$ cat src/rtl/otter_pkg.sv
// otter_pkg: shared OTTER pipeline types and constants
package otter_pkg;
    localparam int XLEN = 32;
    localparam logic [XLEN-1:0] INSTR_NOP = 32'h0000_0013;
    localparam logic [XLEN-1:0] DEFAULT_RESET_PC = 32'h0000_0000;
    typedef struct packed {
        logic            valid;
        logic [XLEN-1:0] ir;
        logic [XLEN-1:0] pc;
        logic [XLEN-1:0] pc4;
    } if_id_t;
    typedef struct packed {
        logic [XLEN-1:0] ir;
        logic [XLEN-1:0] pc;
    } fetch_entry_t;
    function automatic logic [XLEN-1:0] word_align(input logic [XLEN-1:0] a);
        return a & ~XLEN'(3);
    endfunction
endpackage

$ cat src/rtl/otter_fetch_fifo.sv
// otter_fetch_fifo: small skid buffer of fetched {ir, pc}; head is the IF/ID register
module otter_fetch_fifo
    import otter_pkg::*;
#(
    parameter  int DEPTH = 2,
    localparam int CW    = $clog2(DEPTH + 1),
    localparam int PW    = (DEPTH > 1) ? $clog2(DEPTH) : 1
) (
    input  logic         clk_i,
    input  logic         rst_i,
    input  logic         clear_i,
    input  logic         push_i,
    input  fetch_entry_t push_data_i,
    input  logic         pop_i,
    output logic [CW-1:0] count_o,
    output fetch_entry_t head_o
);
    localparam logic [PW-1:0] LAST = PW'(DEPTH - 1);
    localparam logic [CW-1:0] FULL = CW'(DEPTH);
    fetch_entry_t  mem_q [DEPTH];
    logic [PW-1:0] rd_q, wr_q;
    logic [CW-1:0] count_q;
    // Circular buffer; clear beats push so a squashed word never lands
    always_ff @(posedge clk_i) begin
        if (rst_i || clear_i) begin
            rd_q    <= '0;
            wr_q    <= '0;
            count_q <= '0;
        end else begin
            if (push_i) begin
                mem_q[wr_q] <= push_data_i;
                wr_q        <= (wr_q == LAST) ? '0 : wr_q + 1'b1;
            end
            if (pop_i) rd_q <= (rd_q == LAST) ? '0 : rd_q + 1'b1;
            count_q <= count_q + CW'(push_i) - CW'(pop_i);
        end
    end
    assign count_o = count_q;
    assign head_o  = mem_q[rd_q];
`ifndef SYNTHESIS
    // The issue credit rule must keep the buffer within bounds
    always_ff @(posedge clk_i) begin
        if (!rst_i && !clear_i) begin
            assert (!(push_i && !pop_i && count_q == FULL)) else $error("fetch fifo overflow");
            assert (!(pop_i && count_q == '0)) else $error("fetch fifo underflow");
        end
    end
`endif
endmodule

$ cat src/rtl/otter_fetch_stage.sv
// otter_fetch_stage: PC ownership, credit-limited BRAM fetch, skid-buffered IF/ID
module otter_fetch_stage
    import otter_pkg::*;
#(
    parameter logic [XLEN-1:0] RESET_PC = DEFAULT_RESET_PC,
    parameter int              DEPTH    = 2
) (
    input  logic            CLK,
    input  logic            RST,
    output logic            imem_req,
    output logic [XLEN-1:0] imem_addr,
    input  logic [XLEN-1:0] imem_rdata,
    input  logic            id_stall,
    input  logic            ex_redirect,
    input  logic [XLEN-1:0] ex_redirect_pc,
    output logic            if_id_valid,
    output logic [XLEN-1:0] if_id_ir,
    output logic [XLEN-1:0] if_id_pc,
    output logic [XLEN-1:0] if_id_pc4
);
    localparam int CW = $clog2(DEPTH + 1);
    localparam logic [CW:0] FULL = (CW + 1)'(DEPTH);
    logic [XLEN-1:0] pc_q, pc_d, inflight_pc_q;
    logic            inflight_q;
    logic [CW-1:0]   count;
    logic [CW:0]     occ;
    logic            valid, pop, push;
    fetch_entry_t    head, push_entry;
    if_id_t          if_id;
    // Issue/pop/push decisions and IF/ID presentation; redirect overrides everything but reset
    always_comb begin
        occ        = {1'b0, count} + (CW + 1)'(inflight_q);
        valid      = ~RST & (count != '0);
        pop        = valid & ~id_stall & ~ex_redirect;
        push       = ~RST & ~ex_redirect & inflight_q;
        push_entry = '{ir: imem_rdata, pc: inflight_pc_q};
        imem_req   = ~RST & (ex_redirect | (occ < FULL) | (pop & (occ == FULL)));
        imem_addr  = ex_redirect ? word_align(ex_redirect_pc) : pc_q;
        pc_d       = imem_req ? imem_addr + XLEN'(4) : pc_q;
        if_id      = '{valid: valid,
                       ir:    valid ? head.ir : INSTR_NOP,
                       pc:    valid ? head.pc : '0,
                       pc4:   valid ? head.pc + XLEN'(4) : '0};
    end
    // PC and the single outstanding-request tracker
    always_ff @(posedge CLK) begin
        if (RST) begin
            pc_q       <= word_align(RESET_PC);
            inflight_q <= 1'b0;
        end else begin
            pc_q          <= pc_d;
            inflight_q    <= imem_req;
            inflight_pc_q <= imem_addr;
        end
    end
    otter_fetch_fifo #(.DEPTH(DEPTH)) u_fifo (
        .clk_i      (CLK),
        .rst_i      (RST),
        .clear_i    (ex_redirect),
        .push_i     (push),
        .push_data_i(push_entry),
        .pop_i      (pop),
        .count_o    (count),
        .head_o     (head)
    );
    assign if_id_valid = if_id.valid;
    assign if_id_ir    = if_id.ir;
    assign if_id_pc    = if_id.pc;
    assign if_id_pc4   = if_id.pc4;
endmodule

$ cat config.mk
export PLATFORM = sky130hd
export DESIGN_NAME = otter_fetch_stage
export DESIGN_NICKNAME = d
export VERILOG_FILES = /design/src/rtl/otter_pkg.sv /design/src/rtl/otter_fetch_fifo.sv /design/src/rtl/otter_fetch_stage.sv
export SDC_FILE = /design/constraint.sdc
export NUM_CORES = 1
export LEC_CHECK = 0
export CORE_UTILIZATION = 44
export CTS_CLUSTER_DIAMETER = 40
export DETAILED_ROUTE_END_ITERATION = 16
export GPL_TIMING_DRIVEN = 0
export PLACE_DENSITY_LB_ADDON = 0.08
export SLEW_MARGIN = 10
export SYNTH_ARGS = -nofsm -noshare
export SYNTH_HDL_FRONTEND = slang
export SYNTH_SLANG_ARGS = --single-unit
$ cat constraint.sdc
create_clock -name CLK -period 4.8 [get_ports CLK]
set_input_delay 0.72 -clock CLK [delete_from_list [all_inputs] [get_ports CLK]]
set_output_delay 0.72 -clock CLK [all_outputs]
set_load 0.1 [all_outputs]
* After elaboration in Yosys (flattened, before gate mapping)
Memory sizes are Yosys's and may differ from the RTL's. A register that Yosys moved wholly into a read port is not among the register bits.
Index checks and enable logic that the tools add are counted.
** Word-level totals
- Register bits :: 69
- RAM bits :: 128
- Output and inout bits :: 130
- Logic and storage cells :: 41
- Memories :: 1
** Memories
- u_fifo.mem_q :: words 2, bits a word 64, read ports 1, clocked after Yosys merged registers in 1, wr ports 1, RTL line otter_fetch_fifo.sv:20 : fetch_entry_t mem_q [DEPTH];
** Cells by class
- Add/subtract/negate cells :: 7
- Order comparisons :: 1
- Equal/unequal tests :: 1
- Mux-type cells :: 11
- Bitwise operators :: 12
- Reductions and logical operators :: 2
** Operators with widths (number)
- $mux W32 :: 4
- $add A32 B3 Y32 const B :: 2
- $and A1 B1 Y1 :: 7
- $mux W1 :: 7
- $add A2 B1 Y3 :: 1
- $eq A3 B2 Y1 const B :: 1
- $lt A3 B2 Y1 const B :: 1
- $not A1 Y1 :: 3
- $add A1 B1 Y1 const B :: 2
- $add A2 B1 Y2 :: 1
- $or A1 B1 Y1 :: 2
- $reduce_bool A2 Y1 :: 1
- $sub A2 B1 Y2 :: 1
- $logic_or A1 B1 Y1 :: 1

* Depth between registers and ports, before layout
Gate-level depths: netlist (run 1).
- Word-level depth :: 7
- Mapped depth :: 12
- Gate-level depth less buffers :: 9

* By module
Synthesis (run 1) repeated with hierarchy kept, for this count alone.
** Second synthesis, totals
- Cells, all modules :: 784
- Area total of the unflattened synthesis :: 9813.2 µm²
** By module, submodules not included
- otter_fetch_fifo :: instances 1, cells an instance 219, area each 5138.7 µm², seq. area each 3943.8 µm²
- otter_fetch_stage :: instances 1, cells an instance 565, area each 4674.5 µm², seq. area each 1621.6 µm²

* Least setup slack after synthesis (run 1)
Ideal clock, no wire load.
- Path type :: input port to output port
- From :: in RST
- To :: out if_id_pc4[23]
- Data arrival time :: 4700 ps
- Slack :: -620 ps
- Stages on the path :: 7
- Path buffers :: 2
- Path through :: clkbuf_1 clkinv_1 o21ai_1 inv_1 clkbuf_1 nand2_1 o31ai_1
** Between the ends
- Cells in the longest elaborated chain, start to end :: 3
** Ends and longest elaborated chain
- start, declared :: RTL line otter_fetch_stage.sv:9 : input logic RST,
- $not A1 Y1 :: RTL line otter_fetch_stage.sv:33 : valid = ~RST & (count != '0);
- $and A1 B1 Y1 :: RTL line otter_fetch_stage.sv:33
- named net if_id_valid :: RTL line otter_fetch_stage.sv:16 : output logic if_id_valid,
- $mux W32 :: RTL line otter_fetch_stage.sv:43 : pc4: valid ? head.pc + XLEN'(4) : '0};
- end, declared :: RTL line otter_fetch_stage.sv:19 : output logic [XLEN-1:0] if_id_pc4
The timed path passes the listed nets, and every way through them passes these cells.

* Final worst setup path (run 1)
- From :: in RST
- To :: out if_id_valid
** Between the ends
- Cells in the longest elaborated chain, start to end :: 2
** Ends and longest elaborated chain (RTL line)
- $not A1 Y1 :: otter_fetch_stage.sv:33
- $and A1 B1 Y1 :: otter_fetch_stage.sv:33
- end, declared :: otter_fetch_stage.sv:16
Every way passes these cells.

==> flow_metrics.env, run 1 <==
export IMPL_syn_nets=861
export IMPL_arrival_ns=3.90
export IMPL_routed_via_count=6995
export IMPL_regArea_sq_um=5570
export IMPL_n_antenna_cell=0
export IMPL_finalCriticalPeriod_ns=4.62
export IMPL_grt_pass1_wl_microns=36400
export IMPL_multi_input_area_sq_um=3640
export IMPL_postCtsHoldBufs=0
export IMPL_fin_worst_skew_ns=0.00799
export IMPL_period_share=0.963
export IMPL_place_hpwl_microns=17600
export IMPL_avgSynthCellArea_sq_um=12.0
export IMPL_die_w_microns=148
export IMPL_hold_viol_final=0
export IMPL_cts_sinks=198
export IMPL_h_tree_depth=4
export IMPL_nFillCells=1777
export IMPL_setup_viol=0
export IMPL_synth_edf_count=160
export IMPL_start_util=0.449
export IMPL_die_h_microns=148
export IMPL_core_area_sq_um=21000
export IMPL_grt_start_max_net_pins=38
export IMPL_antenna_found_initial=0
export IMPL_syn_cell_area_sq_um=9430
export IMPL_cp_start_kind="primary input"
export IMPL_layout_nets=1079
export IMPL_hp_class="reg2reg"
export IMPL_slew_viol_final=0
export IMPL_power_density_nw_per_um2=323
export IMPL_gp_congestion=0.859
export IMPL_worstMarginPinSlew_ns=1.02
export IMPL_status="complete, no violations"
export IMPL_cap_violations=0
export IMPL_wl_per_cell_microns=18.1
export IMPL_synth_main_ff_cell="edfxtp_1"
export IMPL_dpl_cell_area_sq_um=11900
export IMPL_irDropWorstVdd_mv=0.228
export IMPL_async_flop_share=0
export IMPL_io_buffers=195
export IMPL_cts_buffers=17
export IMPL_required_ns=4.08
export IMPL_drt_wl_total_microns=23400
export IMPL_cts_buffer_depth=2
export IMPL_yosysUniqueCellTypes=67
export IMPL_syn_to_final_growth_pct=31.8
export IMPL_fmax_mhz=216
export IMPL_p_leak_nw=4.66
export IMPL_ys_ff_latch=198
export IMPL_drtPass1Iterations=5
export IMPL_path_max_fanout=10
export IMPL_clk_pin_slew_ns=0.07
export IMPL_drive_above_1_share=0.123
export IMPL_gr_usage_all_layers=0.216
export IMPL_rsz0062_at_grt="no"
export IMPL_slew_headroom=0.317
export IMPL_syn_inst=786
export IMPL_ios=198
export IMPL_layout_commonest_cell="edfxtp_1"
export IMPL_via_per_inst=5.41
export IMPL_post_cts_buffers=0
export IMPL_final_util=0.591
export IMPL_root_buffer="clkbuf_16"
export IMPL_dieArea_sq_um=22000
export IMPL_yosysWarnings=0
export IMPL_insertion_delay_ns=0.43
export IMPL_grt_pass1_vias=6473
export IMPL_critical_path_class="in2out"
export IMPL_worstSetupEndpointType="output pin"
export IMPL_cts_tree="yes"
export IMPL_drt_iter0_drc=438
export IMPL_overflow=0
export IMPL_final_cell_mix="160 x edfxtp_1, 104 x clkdlybuf4s50_1, 89 x nor2_1"
export IMPL_finish_instance_area_sq_um=12400
export IMPL_remaining_drc_errors=0
export IMPL_whs_ns=0.445
export IMPL_rows=53
export IMPL_cts_resized=94
export IMPL_ys_seq_area_frac=0.590
export IMPL_ant_nets=0
==> cell type report <==
type,instances,share of cell area
multi-input cells,529,0.293
plain buffers,42,0.0175
well taps,275,0.0277
repair buffers,199,0.158
flip-flops and latches,198,0.448
inverters,17,0.00513
clock inverters,13,0.0148
clock buffers,19,0.0356
==> power by group <==
group	internal [mW]	switching, mW	leakage (nW)
clock	0.854	0.652	0.305
combinational	0.169	0.383	2.56
sequential	1.92	0.0353	1.80
total	2.95	1.07	4.66
==> layer usage <==
metal,track usage,wire [microns]
met1,0.308,11100
met2,0.335,10700
met3,0.0393,1460
met4,0.0624,232
met5,0,0
==> state kept, by name, indices dropped and copies added (netlist names), named ones only <==
name and count:
inflight_pc_q 32, inflight_q 1, pc_q 32, u_fifo.count_o 2, u_fifo.mem_q 128, u_fifo.rd_q 1
u_fifo.wr_q 1
==> path summary, 6_finish.rpt <==
check / slack [ns] / end / start / cells after the start
min reg2reg: 0.44 / u_fifo.mem_q[1][25] / inflight_pc_q[25] / 0
max: 0.18 / if_id_valid / RST / 7
max reg2reg: 1.80 / pc_q[24] / inflight_q / 9
min: 0.44 / u_fifo.mem_q[1][25] / inflight_pc_q[25] / 0
==> synth_stat cells (all sizes together), types with 6 or more instances <==
cell | instances | share of area
nand2 | 47 | 0.019
dfxtp | 38 | 0.081
nor3 | 10 | 0.0053
nand4b | 6 | 0.0072
nor2 | 89 | 0.035
clkbuf | 21 | 0.0084
o21ai | 14 | 0.0074
and3 | 7 | 0.0046
mux2i | 64 | 0.068
xor2 | 7 | 0.0065
nand3 | 46 | 0.024
or3 | 7 | 0.0046
a22oi | 7 | 0.0066
edfxtp | 160 | 0.51
mux2 | 29 | 0.035
and2 | 16 | 0.011
nand3b | 17 | 0.014
o31a | 8 | 0.0074
a21oi | 22 | 0.012
xnor2 | 18 | 0.017
or2 | 8 | 0.0053
ha | 7 | 0.0093
nor4 | 9 | 0.0060
inv | 16 | 0.0064
o31ai | 7 | 0.0056
buf | 21 | 0.014
nor2b | 7 | 0.0046
nand4 | 19 | 0.013
==> critical path, cell delays in order <==
cell and delay, ns:
clkdlybuf4s50_1 0.52, clkbuf_1 0.37, clkinv_1 0.36, o21ai_2 0.30, inv_1 0.23, clkbuf_1 0.32
clkdlybuf4s50_1 1.05
==> stage by stage <==
step                      setup TNS, ns  total power [mW]  setup slack [ns]  cells
after floorplan                       0              2.37             0.120    786
after global placement          -132.91              2.54            -0.978   1256
after detailed placement         -34.91              2.55            -0.698   1260
final                                 0              4.02             0.180   1292
after CTS                             0              4.05            0.0151   1292
after global routing                  0              4.15            0.0210   1292
==> cell families (layout without fill, tap and decap cells) <==
group | count (synthesis) | count (layout) | share of synthesized area
fa+ha+maj | 7 | 7 | 0.00929
flops | 198 | 198 | 0.590
compound gates | 103 | 103 | 0.0808
simple gates | 301 | 301 | 0.164
buf+inv | 59 | 290 | 0.0295
mux | 93 | 93 | 0.103
xor+xnor | 25 | 25 | 0.0232
No activity file was read; power rests on OpenSTA's default activity.
==> inputs of run 2 (changes only) <==
Clock period 4.8 ns to 4.9 ns, I/O delays scaled along.
==> run 2 against run 1 <==
Compared with the run above:
- clock skew barely moved
- final cell count did not move
- cell area barely moved
- wire length barely moved
- highest routed layer unchanged
- clock-buffer cell count did not move
- via count barely moved
- non-clock buffer count did not move
- sequential share of layout area barely moved
- global-route usage barely moved
- largest cell class unchanged
==> flow_metrics.env, run 2 (synthesis results as in run 1) <==
export IMPL_post_cts_buffers=0
export IMPL_drtPass1Iterations=5
export IMPL_r2r_setup_slack_ns=1.90
export IMPL_worstSetupEndpointType="output pin"
export IMPL_dieArea_sq_um=22000
export IMPL_rr_endpoint="pc_q[24]"
export IMPL_cts_sinks=198
export IMPL_setup_viol=0
export IMPL_routed_via_count=6990
export IMPL_crit_family="buffers and inverters"
export IMPL_cpMaxStageDelayCell="clkdlybuf4s50_1"
export IMPL_ant_nets=0
export IMPL_grt_pass1_vias=6473
export IMPL_h_tree_depth=4
export IMPL_remaining_drc_errors=0
export IMPL_grt_util_met3=0.0393
export IMPL_place_hpwl_microns=17600
export IMPL_via_per_inst=5.41
export IMPL_min_path_cells=0
export IMPL_drive_above_1_share=0.123
export IMPL_n_antenna_cell=0
export IMPL_hold_path_startpoint="inflight_pc_q[25]"
export IMPL_arrival_ns=4.05
export IMPL_die_w_microns=148
export IMPL_grt_start_max_net_pins=38
export IMPL_gr_usage_all_layers=0.216
export IMPL_met2_usage=0.335
export IMPL_cap_violations=0
export IMPL_layout_nets=1079
export IMPL_io_buffers=195
export IMPL_status="complete, no violations"
export IMPL_slew_viol_final=0
export IMPL_path_max_fanout=10
export IMPL_critical_path_class="in2out"
export IMPL_gp_congestion=0.859
export IMPL_fin_worst_skew_ns=0.00833
export IMPL_cp_start_kind="primary input"
export IMPL_clk_pin_slew_ns=0.07
export IMPL_largest_reg_flops=128
export IMPL_fmax_mhz=209
export IMPL_cts_tree="yes"
export IMPL_path_buf_inv=6
export IMPL_ios=198
export IMPL_root_buffer="clkbuf_16"
export IMPL_die_h_microns=148
export IMPL_dpl_cell_area_sq_um=11900
export IMPL_overflow=0
export IMPL_required_ns=4.16
export IMPL_wl_per_cell_microns=18.1
export IMPL_drt_iter0_drc=441
export IMPL_postCtsHoldBufs=0
export IMPL_syn_to_final_growth_pct=31.9
export IMPL_cp_depth=7
export IMPL_gr_max_usage_layer="met2"
export IMPL_drt_wl_total_microns=23400
export IMPL_rsz0062_at_grt="no"
export IMPL_hold_viol_final=0
export IMPL_start_util=0.449
export IMPL_irDropWorstVdd_mv=0.223
export IMPL_p_leak_nw=4.61
export IMPL_r2r_cells=9
export IMPL_core_area_sq_um=21000
export IMPL_timing_setup_tns_ns=0
export IMPL_reg_largest_list="u_fifo.mem_q: 128 flops, inflight_pc_q: 32 flops, pc_q: 32 flops"
export IMPL_slew_headroom=0.314
export IMPL_largest_register="u_fifo.mem_q"
export IMPL_power_density_nw_per_um2=317
export IMPL_r2r_start="inflight_q"
export IMPL_grt_pass1_wl_microns=36400
export IMPL_worstMarginPinSlew_ns=1.03
export IMPL_cts_buffer_depth=2
export IMPL_min_to="u_fifo.mem_q[1][25]"
export IMPL_hp_class="reg2reg"
export IMPL_insertion_delay_ns=0.43
export IMPL_antenna_found_initial=0
export IMPL_whs_ns=0.445
export IMPL_cpPeakStageDelay_ns=1.14
export IMPL_period_share=0.977
export IMPL_met1_usage=0.308
export IMPL_cts_buffers=17
export IMPL_rows=53
export IMPL_cp_cell_sequence="clkdlybuf4s50_1, buf_4, buf_2, buf_2, clkbuf_1, mux2_2, clkdlybuf4s50_1"
export IMPL_final_cell_mix="160 x edfxtp_1, 112 x clkdlybuf4s50_1, 89 x nor2_1"
export IMPL_finalCriticalPeriod_ns=4.79
export IMPL_layout_commonest_cell="edfxtp_1"
export IMPL_finish_instance_area_sq_um=12400
==> run 2: cell types whose count changed in the layout (fill, tap and decap cells not counted) <==
cell and change:
clkdlybuf4s50_1 +8, dlygate4sd2_1 -8, clkbuf_4 -3, buf_2 +2, clkdlybuf4s18_2 +1
==> run 2: worst register-to-register path: stages, from the launching register on <==
cell       delay (ns)
dfxtp_1          0.40
ha_1             0.20
inv_1            0.05
ha_1             0.25
or3b_1           0.36
or2_2            0.29
o21ai_0          0.58
clkbuf_1         0.45
o2111ai_1        0.18
o311ai_0         0.13
==> run 2: what timing repair did <==
action	in CTS	in global routing
endpoints found under the hold margin	0	0
gates resized for setup	86	25
endpoints found under the setup margin	89	40
pin swaps	0	0
==> run 2: area by class of cell <==
| class | instances | area [sq um] |
|---|---|---|
| clock buffers | 19 | 443 |
| repair buffers | 199 | 1980 |
| multi-input cells | 529 | 3640 |
| well taps | 275 | 344 |
| plain buffers | 42 | 218 |
| flip-flops and latches | 198 | 5570 |
| fillers | 1780 | 8590 |
| clock inverters | 13 | 184 |
| inverters | 17 | 63.8 |
==> run 2: how the worst max path moves through the flow <==
| stage | start | endpoint |
|---|---|---|
| final | ex_redirect | imem_addr[2] |
| after global routing | RST | if_id_pc4[17] |
| after CTS | RST | if_id_pc4[21] |
| after detailed placement | RST | if_id_pc4[0] |
| after global placement | ex_redirect | u_fifo.mem_q[0][43] |
| after floorplan | flop | if_id_pc4[10] |
==> run 2: per-stage QoR <==
| stage | power (mW) | worst slack (ns) | instances | utilization |
|---|---|---|---|---|
| after floorplan | 2.32 | 0.205 | 786 | - |
| after global placement | 2.49 | -0.893 | 1256 | 0.560 |
| after detailed placement | 2.50 | -0.628 | 1260 | 0.564 |
| after CTS | 3.96 | 0.00262 | 1292 | 0.591 |
| after global routing | 4.07 | 0.00798 | 1292 | 0.592 |
| final | 3.94 | 0.112 | 1292 | 0.592 |
==> run 2: report_power, final <==
part | total [mW] | internal, mW | switching, mW
combinational | 0.541 | 0.166 | 0.375
clock | 1.48 | 0.837 | 0.640
sequential | 1.92 | 1.89 | 0.0346
==> run 2: routing by layer <==
layer / part of all wire / vias up
li1: - / 3403
met1: 0.47 / 3325
met2: 0.46 / 243
met3: 0.063 / 19
met4: 0.0098 / 0
met5: 0 / -
